--- src/rtl/mux2_stream_arb.sv ---
// Two-channel round-robin packet arbiter feeding a single registered output stage.
// A granted channel keeps ownership until its last beat is accepted.
module mux2_stream_arb #(
    parameter int WIDTH = 8
) (
    input  logic             clk,
    input  logic             rst,
    input  logic [WIDTH-1:0] i0_data,
    input  logic             i0_valid,
    input  logic             i0_last,
    output logic             i0_ready,
    input  logic [WIDTH-1:0] i1_data,
    input  logic             i1_valid,
    input  logic             i1_last,
    output logic             i1_ready,
    output logic [WIDTH-1:0] out_data,
    output logic             out_valid,
    output logic             out_last,
    input  logic             out_ready,
    output logic             sel
);

    typedef enum logic [1:0] {
        IDLE,
        LOCK0,
        LOCK1
    } state_t;

    state_t           state_q;
    logic             prio_q;
    logic [WIDTH-1:0] outData_q;
    logic             outValid_q;
    logic             outLast_q;
    logic             sel_q;

    logic             canLoad;
    logic             grantValid;
    logic             grantCh;
    logic             grantSrcValid;
    logic             accept;
    logic [WIDTH-1:0] outData_d;
    logic             outLast_d;

    assign canLoad = ~outValid_q | out_ready;

    // IDLE arbitrates on the current valids; a locked state pins the grant even through bubbles.
    always_comb begin
        grantValid = 1'b0;
        grantCh    = 1'b0;
        unique case (state_q)
            IDLE: begin
                if (i0_valid && i1_valid) begin
                    grantValid = 1'b1;
                    grantCh    = prio_q;
                end else if (i0_valid) begin
                    grantValid = 1'b1;
                    grantCh    = 1'b0;
                end else if (i1_valid) begin
                    grantValid = 1'b1;
                    grantCh    = 1'b1;
                end
            end
            LOCK0: begin
                grantValid = 1'b1;
                grantCh    = 1'b0;
            end
            LOCK1: begin
                grantValid = 1'b1;
                grantCh    = 1'b1;
            end
            default: begin
                grantValid = 1'b0;
                grantCh    = 1'b0;
            end
        endcase
    end

    assign grantSrcValid = grantCh ? i1_valid : i0_valid;
    assign accept        = grantValid & canLoad & grantSrcValid;
    assign outData_d     = grantCh ? i1_data : i0_data;
    assign outLast_d     = grantCh ? i1_last : i0_last;

    assign i0_ready = ~rst & grantValid & ~grantCh & canLoad;
    assign i1_ready = ~rst & grantValid &  grantCh & canLoad;

    always_ff @(posedge clk or posedge rst) begin
        if (rst) begin
            state_q    <= IDLE;
            prio_q     <= 1'b0;
            outData_q  <= '0;
            outValid_q <= 1'b0;
            outLast_q  <= 1'b0;
            sel_q      <= 1'b0;
        end else if (accept) begin
            outData_q  <= outData_d;
            outLast_q  <= outLast_d;
            sel_q      <= grantCh;
            outValid_q <= 1'b1;
            if (outLast_d) begin
                state_q <= IDLE;
                prio_q  <= ~grantCh;
            end else begin
                state_q <= grantCh ? LOCK1 : LOCK0;
            end
        end else if (out_ready) begin
            outValid_q <= 1'b0;
        end
    end

    assign out_data  = outData_q;
    assign out_valid = outValid_q;
    assign out_last  = outLast_q;
    assign sel       = sel_q;

endmodule

--- config.mk ---
export PLATFORM = sky130hd
export DESIGN_NAME = mux2_stream_arb
export DESIGN_NICKNAME = d
export VERILOG_FILES = /design/src/rtl/mux2_stream_arb.sv
export SDC_FILE = /design/constraint.sdc
export NUM_CORES = 1
export LEC_CHECK = 0
export CAP_MARGIN = 20
export CORE_MARGIN = 4
export CORE_UTILIZATION = 35
export CTS_CLUSTER_DIAMETER = 150
export DETAILED_ROUTE_END_ITERATION = 8
export PLACE_DENSITY_LB_ADDON = 0.2
export RECOVER_POWER = 25
export SLEW_MARGIN = 40
export SYNTH_ARGS = -nofsm -noshare
export SYNTH_HDL_FRONTEND = slang
export SYNTH_SLANG_ARGS = --single-unit
export TNS_END_PERCENT = 20
--- constraint.sdc ---
create_clock -name clk -period 1.9 [get_ports clk]
set_input_delay 0.38 -clock clk [delete_from_list [all_inputs] [get_ports clk]]
set_output_delay 0.38 -clock clk [all_outputs]
set_load 0.01 [all_outputs]
**Word-level counts from Yosys, hierarchy flattened**

Cells that the tools add are included.

- Bits in registers: 14
- Output and inout bits: 13
- Logic and storage cells: 38

- Equal/unequal tests: 2
- Mux-type cells: 14
- Bitwise logic cells: 11
- Reduce and logical (&&, ||, !) cells: 5

Operator list:

| operator | count |
|---|---|
| 1-bit 2-to-1 mux | 9 |
| 8-bit 2-to-1 mux | 1 |
| 1-bit bitwise AND | 7 |
| 2-bit 2-to-1 mux | 2 |
| 1-bit one-hot mux with 2 select lines | 2 |
| 1-bit NOT | 3 |
| 2-bit by 1-bit equality test with 1-bit output, second input constant | 1 |
| 2-bit equality test, second input constant | 1 |
| 2-bit zero test | 1 |
| 2-bit AND reduction | 1 |
| 2-bit nonzero test | 1 |
| 2-bit OR reduction | 1 |
| 1-bit logical AND | 1 |
| 1-bit OR | 1 |

**Depth between registers and ports, before layout**

Gate-level depths: netlist of the first run.

- Depth in word-level cells: 7
- Gate-level depth with buffers: 8

**Worst setup path after synthesis of the first run**

OpenSTA, ideal clock, no wires.

- Path kind: reg-to-output
- From: register state_q[0]
- To: output i1_ready
- Data arrival time: 1.443 ns
- Setup slack: 0.077 ns
- Stages on the path, launching flop included: 6
- Path buffers: 0
- Path through: dfrtp_1 -> inv_1 -> ha_1 -> o21ai_0 -> a2111oi_0 -> nor2b_1

- Cells in the longest elaborated chain, start to end: 6
- Elaborated cells between the ends (all ways): 9
- Classes of those cells: eq/ne (2); mux (2); bitwise (3); reduce/logical (2)

RTL lines:

| what | line | RTL |
|---|---|---|
| start: declaration | 29 | `state_t state_q;` |
| start signal: assignment | 103 | `state_q <= grantCh ? LOCK1 : LOCK0;` |
| 2-bit equality test or 2-bit by 1-bit equality test with 1-bit output (tied branches) | 50 | `unique case (state_q)` |
| 2-bit OR reduction (no line) | n/a |  |
| 1-bit one-hot mux with 2 select lines | 50 |  |
| 1-bit bitwise AND | 84 | `assign i1_ready = ~rst & grantValid & grantCh & canLoad;` |
| 1-bit bitwise AND * (2 in a row) | 84 |  |
| end: declaration | 15 | `output logic i1_ready,` |

Every way passes the cells marked *; elsewhere a longest branch is shown, timed or not.

**Final worst setup path of the first run**

- From: input i1_valid
- To: output i1_ready

- Cells in the longest elaborated chain, start to end: 7
- Elaborated cells between the ends (all ways): 11
- Classes of those cells: mux (7); bitwise (3); reduce/logical (1)

RTL lines:

| what | line | RTL |
|---|---|---|
| start: declaration | 13 | `input logic i1_valid,` |
| 1-bit 2-to-1 mux | 58 | `end else if (i1_valid) begin` |
| 1-bit 2-to-1 mux | 55 | `end else if (i0_valid) begin` |
| 1-bit 2-to-1 mux | 52 | `if (i0_valid && i1_valid) begin` |
| 1-bit one-hot mux with 2 select lines | 50 |  |
| 1-bit bitwise AND | 84 |  |
| 1-bit bitwise AND * (2 in a row) | 84 |  |

Marked as above.

==> flow_summary.json, run 1 <==
{
  "setup_viol": 2,
  "final.setup_skew_ns": 0.00275,
  "power.density_mw_per_mm2": 392,
  "antenna_found_initial": 0,
  "dpl.cell_count": 144,
  "fin_crit_ns": 2.01,
  "fmax_ghz": 0.497,
  "grt_pass1_wl_um": 3660,
  "vias": 736,
  "tightestPinTransition_ns": 0.564,
  "syn_inst": 70,
  "ctsRootBufferMaster": "clkbuf_4",
  "cts_made_buffers": 3,
  "cp-end-kind": "output pin",
  "drv_cap": 0,
  "hold_depth": 1,
  "synth_commonest_cells": "14 x dfrtp_1, 8 x mux2_2, 6 x inv_1, 6 x mux2_4, 4 x mux2_1",
  "slew_headroom_pct": 62.4,
  "yosys_most_used_dff": "dfrtp_1",
  "yosysMostFrequentCell": "dfrtp_1",
  "maxSlewViolCount": 0,
  "coreArea_mm2": 0.00228,
  "ys_types": 27,
  "instances_no_fill": 151,
  "synth_edf_count": 0,
  "crit_fanout": 2,
  "crit_type": "in -> out",
  "wire_per_inst_um": 14.7,
  "synth_seq_cells": 14,
  "die-height_um": 57.6,
  "die_w_um": 57.6,
  "arrival_ns": 1.63,
  "synth-warning-count": 0,
  "rsz0062_at_grt": "yes",
  "yosys-top-cells-area": "dfrtp_1 41%, mux2_2 10%, mux2_4 10%, mux2_1 5.2%, ha_1 4.4%",
  "io_pins": 36,
  "drt_wl_total_um": 2220,
  "synth-seq-area-share_pct": 40.6,
  "min-delay-path-class": "reg -> reg",
  "insertedDiodeCount": 0,
  "synthArstFlopShare_pct": 100,
  "area_growth_pct": 73.4,
  "cp.required_ns": 1.52,
  "clockBufferDepth": 2,
  "violations": "setup timing",
  "syn_area_um2": 862,
  "via_per_inst": 4.87,
  "final_nets": 150,
  "cts_sinks": 14,
  "hold_viol_final": 0,
  "drc": 0,
  "drt_iter0_drc": 26,
  "drive_above_1_share_pct": 43.1,
  "synth_top_area_cell": "dfrtp_1",
  "crit_path_start_kind": "primary input",
  "grt-ovfl-total": 0,
  "portBuffers": 35,
  "synth_nets": 96,
  "synth_top_area_share_pct": 40.6,
  "status": "finished, violations left",
  "hpwl_um": 1500,
  "utilization_pct": 65.7,
  "place_congestion": 0.741,
  "cts_max_level": 1,
  "cts.clk_slew.worst_paths_ns": 0.09,
  "hold_buffers": 0,
  "track_usage_pct": 14.6,
  "firstDrtPassIters": 4,
  "grt_start_max_net_pins": 15,
  "leakagePower_uw": 0.000668,
  "dieArea_mm2": 0.00332,
  "fin_tns_setup_ns": -0.222,
  "initial_core_util_pct": 37.9,
  "reg2reg_depth": 9,
  "row_count": 17,
  "grt_pass1_vias": 826,
  "syn_area_per_cell_um2": 12.3,
  "vdd_drop_max_v": 0.000264,
  "worst_slack_ns": -0.112,
  "ant_nets": 0,
  "cts_tree": "yes",
  "insertion_delay_ns": 0.28,
  "fin_crit_sh_pct": 106
}
==> path summary, 6_finish.rpt <==
kind | start | endpoint | slack (ns)
max in group asynchronous | rst | prio_q | 0.87
max reg2reg | state_q[1] | out_last | 0.02
min | out_data[7] | out_data[7] | 0.52
min in group asynchronous | rst | out_valid | 0.67
max | i1_valid | i1_ready | -0.11
min reg2reg | out_data[7] | out_data[7] | 0.52
==> sequential cells by signal, indices dropped and copies added, names as in the netlist <==
name and count:
out_valid 1, sel 1, out_data 8, out_last 1
state_q 2, prio_q 1
==> worst max-delay path, stage by stage <==
cell and delay (ns):
clkdlybuf4s50_1 0.52, o21ai_2 0.09, a2111oi_4 0.35, nor2b_1 0.16, buf_2 0.13
==> cell usage in the layout (no fill, tap or decap), types with 4 or more instances in the layout <==
cell type | Yosys | final
clkdlybuf4s50_1 | 0 | 31
dfrtp_1 | 14 | 14
buf_4 | 0 | 10
mux2_4 | 6 | 9
mux2_2 | 8 | 5
buf_6 | 2 | 5
mux2_1 | 4 | 4
==> what timing repair did <==
action                                  in CTS  in global routing
endpoints found under the hold margin        0                  0
endpoints found under the setup margin      13                 13
resized for setup                           29                  9
buffers inserted                             2                  1
pin swaps                                    6                  4
==> logic make-up after synthesis <==
| logic type | share of synthesized area, % |
|---|---|
| buffers and inverters | 7.55 |
| AO/OA/AOI/OAI | 10.5 |
| adder cells (fa/ha/maj) | 4.35 |
| AND/OR/NAND/NOR | 9.72 |
| multiplexers | 27.3 |
| flip-flops | 40.6 |
==> area by class of cell <==
class | instances | area [um^2]
inverter | 6 | 22.5
clock buffer | 4 | 36.3
multi-input combinational | 47 | 542
tap | 28 | 35.0
fill | 174 | 781
sequential | 14 | 350
timing repair buffer | 52 | 509
==> routing by layer <==
layer,wire length [um],share of wire (%),GRT usage (%),vias to the layer above
met1,886,40,16.1,347
li1,-,-,-,356
met5,0,0,0,-
met2,1150,52,25.0,27
met4,40,1.8,7.62,0
met3,138,6.2,4.68,6
==> report_power, final <==
group	switching, uW	internal, uW
clock network	98.0	117
logic	23.0	51.2
registers	0	298
total	121	465
==> stage by stage <==
| step | hold WS [ns] | worst slack, ns | total power (uW) | instance area [um^2] |
|---|---|---|---|---|
| 2_1_floorplan | 0.269 | 0.0766 | 320 | 862 |
| 3_3_place_gp | 0.492 | -0.540 | 373 | 1320 |
| 3_5_place_dp | 0.493 | -0.575 | 375 | 1320 |
| 4_1_cts | 0.519 | -0.117 | 592 | 1450 |
| 5_1_grt | 0.545 | -0.222 | 612 | 1500 |
| 6_report | 0.518 | -0.112 | 586 | 1500 |
(Power assumes the default switching activity.)
==> run 2: changes to the inputs <==
CORE_MARGIN = 1   (was 4)
==> flow_summary.json, run 2 (synthesized netlist as in run 1, its figures left out) <==
{
  "drt_iter0_drc": 10,
  "tightestPinTransition_ns": 0.551,
  "vdd_drop_max_v": 0.000333,
  "clockBufferDepth": 2,
  "track_usage_pct": 18.2,
  "arrival_ns": 1.61,
  "crit_type": "in -> out",
  "place_area_mm2": 0.00132,
  "path_cells": "clkdlybuf4s50_1 -> o21ai_2 -> a2111oi_4 -> nor2b_1 -> buf_2",
  "row_count": 17,
  "crit_fanout": 2,
  "drc": 0,
  "firstDrtPassIters": 3,
  "crit_path_start_kind": "primary input",
  "final_cell_area_mm2": 0.00143,
  "area_growth_pct": 65.5,
  "status": "finished, violations left",
  "vias": 716,
  "cp-end-kind": "output pin",
  "power.density_mw_per_mm2": 375,
  "maxSlewViolCount": 0,
  "grt-ovfl-total": 0,
  "place_ws_ns": -0.670,
  "p_sw_share_pct": 21.1,
  "die-height_um": 51.6,
  "max_stage_delay_ns": 0.49,
  "dieArea_mm2": 0.00267,
  "grt_start_max_net_pins": 15,
  "intPower_uw": 422,
  "fin_tns_setup_ns": -0.430,
  "hpwl_um": 1470,
  "setup_viol": 12,
  "final_nets": 149,
  "grt_pass1_vias": 775,
  "drive_above_1_share_pct": 41.3,
  "switchingPower_uw": 113,
  "p_seq_share_pct": 55.6,
  "cts_sinks": 14,
  "ant_nets": 0,
  "place_congestion": 0.827,
  "drv_cap": 0,
  "combPwrFrac_pct": 13.8,
  "hold_buffers": 0,
  "initial_core_util_pct": 37.9,
  "cts_max_level": 1,
  "violations": "setup timing",
  "cts.clk_slew.worst_paths_ns": 0.08,
  "insertedDiodeCount": 0,
  "rsz0062_at_grt": "yes",
  "io_pins": 36,
  "final.setup_skew_ns": 0.00119,
  "wire_per_inst_um": 13.8,
  "worst_slack_ns": -0.0854,
  "fmax_ghz": 0.504,
  "ctsRootBufferMaster": "clkbuf_4",
  "cts_tree": "yes",
  "drt_wl_total_um": 2050,
  "fin_crit_sh_pct": 104,
  "leakagePower_uw": 0.000652,
  "min-delay-path-class": "reg -> reg",
  "cts_made_buffers": 3,
  "die_w_um": 51.6,
  "final_cell_mix": "31 x clkdlybuf4s50_1, 14 x dfrtp_1, 13 x buf_4, 8 x mux2_4, 7 x mux2_2",
  "insertion_delay_ns": 0.27,
  "largest_reg_flops": 8,
  "hold_viol_final": 0,
  "clockPowerShare_pct": 30.6,
  "grt_pass1_wl_um": 3510,
  "fin_crit_ns": 1.99,
  "critPathSlowestCell": "clkdlybuf4s50_1",
  "coreArea_mm2": 0.00228,
  "rrSetupSlack_ns": -0.02,
  "final_common_cell": "clkdlybuf4s50_1",
  "via_per_inst": 4.81,
  "antenna_found_initial": 0,
  "portBuffers": 35,
  "cp.required_ns": 1.52,
  "slew_headroom_pct": 63.2
}
## run 2: what timing repair did
item,4_1_cts,5_1_grt
endpoints found under the hold margin,0,0
gates resized for setup,25,5
cloned,0,0
pin swaps,4,4
setup endpoints to repair,14,13
setup buffers,0,1
## run 2: final cells by class
type / instances / area, um^2
well taps: 28 / 35.0
fillers: 187 / 850
clock buffers: 3 / 22.5
multi-input cells: 47 / 518
flip-flops and latches: 14 / 350
repair buffers: 51 / 478
inverters: 6 / 22.5
## run 2: critical path: cells and delay by family
family                 cells  cell delay, ns
AND/OR/NAND/NOR            1            0.16
buffers and inverters      2            0.62
AO/OA/AOI/OAI              2            0.43
## run 2: power groups by stage
stage          Clock (uW)  Sequential (uW)  Combinational, uW
3_5_place_dp            0              304               72.2
6_report              164              298               73.9
2_1_floorplan           0              304               16.8
5_1_grt               187              298               80.8
3_3_place_gp            0              304               69.9
4_1_cts               170              298               74.7
## run 2: layer usage
| layer | GRT usage, % | share of wire, % | vias to the layer above |
|---|---|---|---|
| met5 | 0 | 0 | - |
| met4 | 5.41 | 0 | 0 |
| met3 | 3.51 | 3.9 | 0 |
| met2 | 31.6 | 54 | 22 |
| met1 | 22.7 | 42 | 337 |
| li1 | - | - | 357 |
## run 2: final timing paths
kind                                to   startpoint  cells after the start
max                           i1_ready     i0_valid                      5
max reg2reg                out_data[7]   state_q[0]                      8
min in group asynchronous          sel          rst                      2
max in group asynchronous  out_data[6]          rst                      2
min                        out_data[2]  out_data[2]                      1
min reg2reg                out_data[2]  out_data[2]                      1
## run 2: stage by stage
stage                     hold slack (ns)  std cells  power [uW]  utilization [%]
final                               0.514        149         535             62.7
after global routing                0.536        149         566             62.7
after CTS                           0.518        148         542             61.3
after detailed placement            0.494        145         376             57.9
after global placement              0.494        145         373             57.9
after floorplan                     0.269         70         320                -
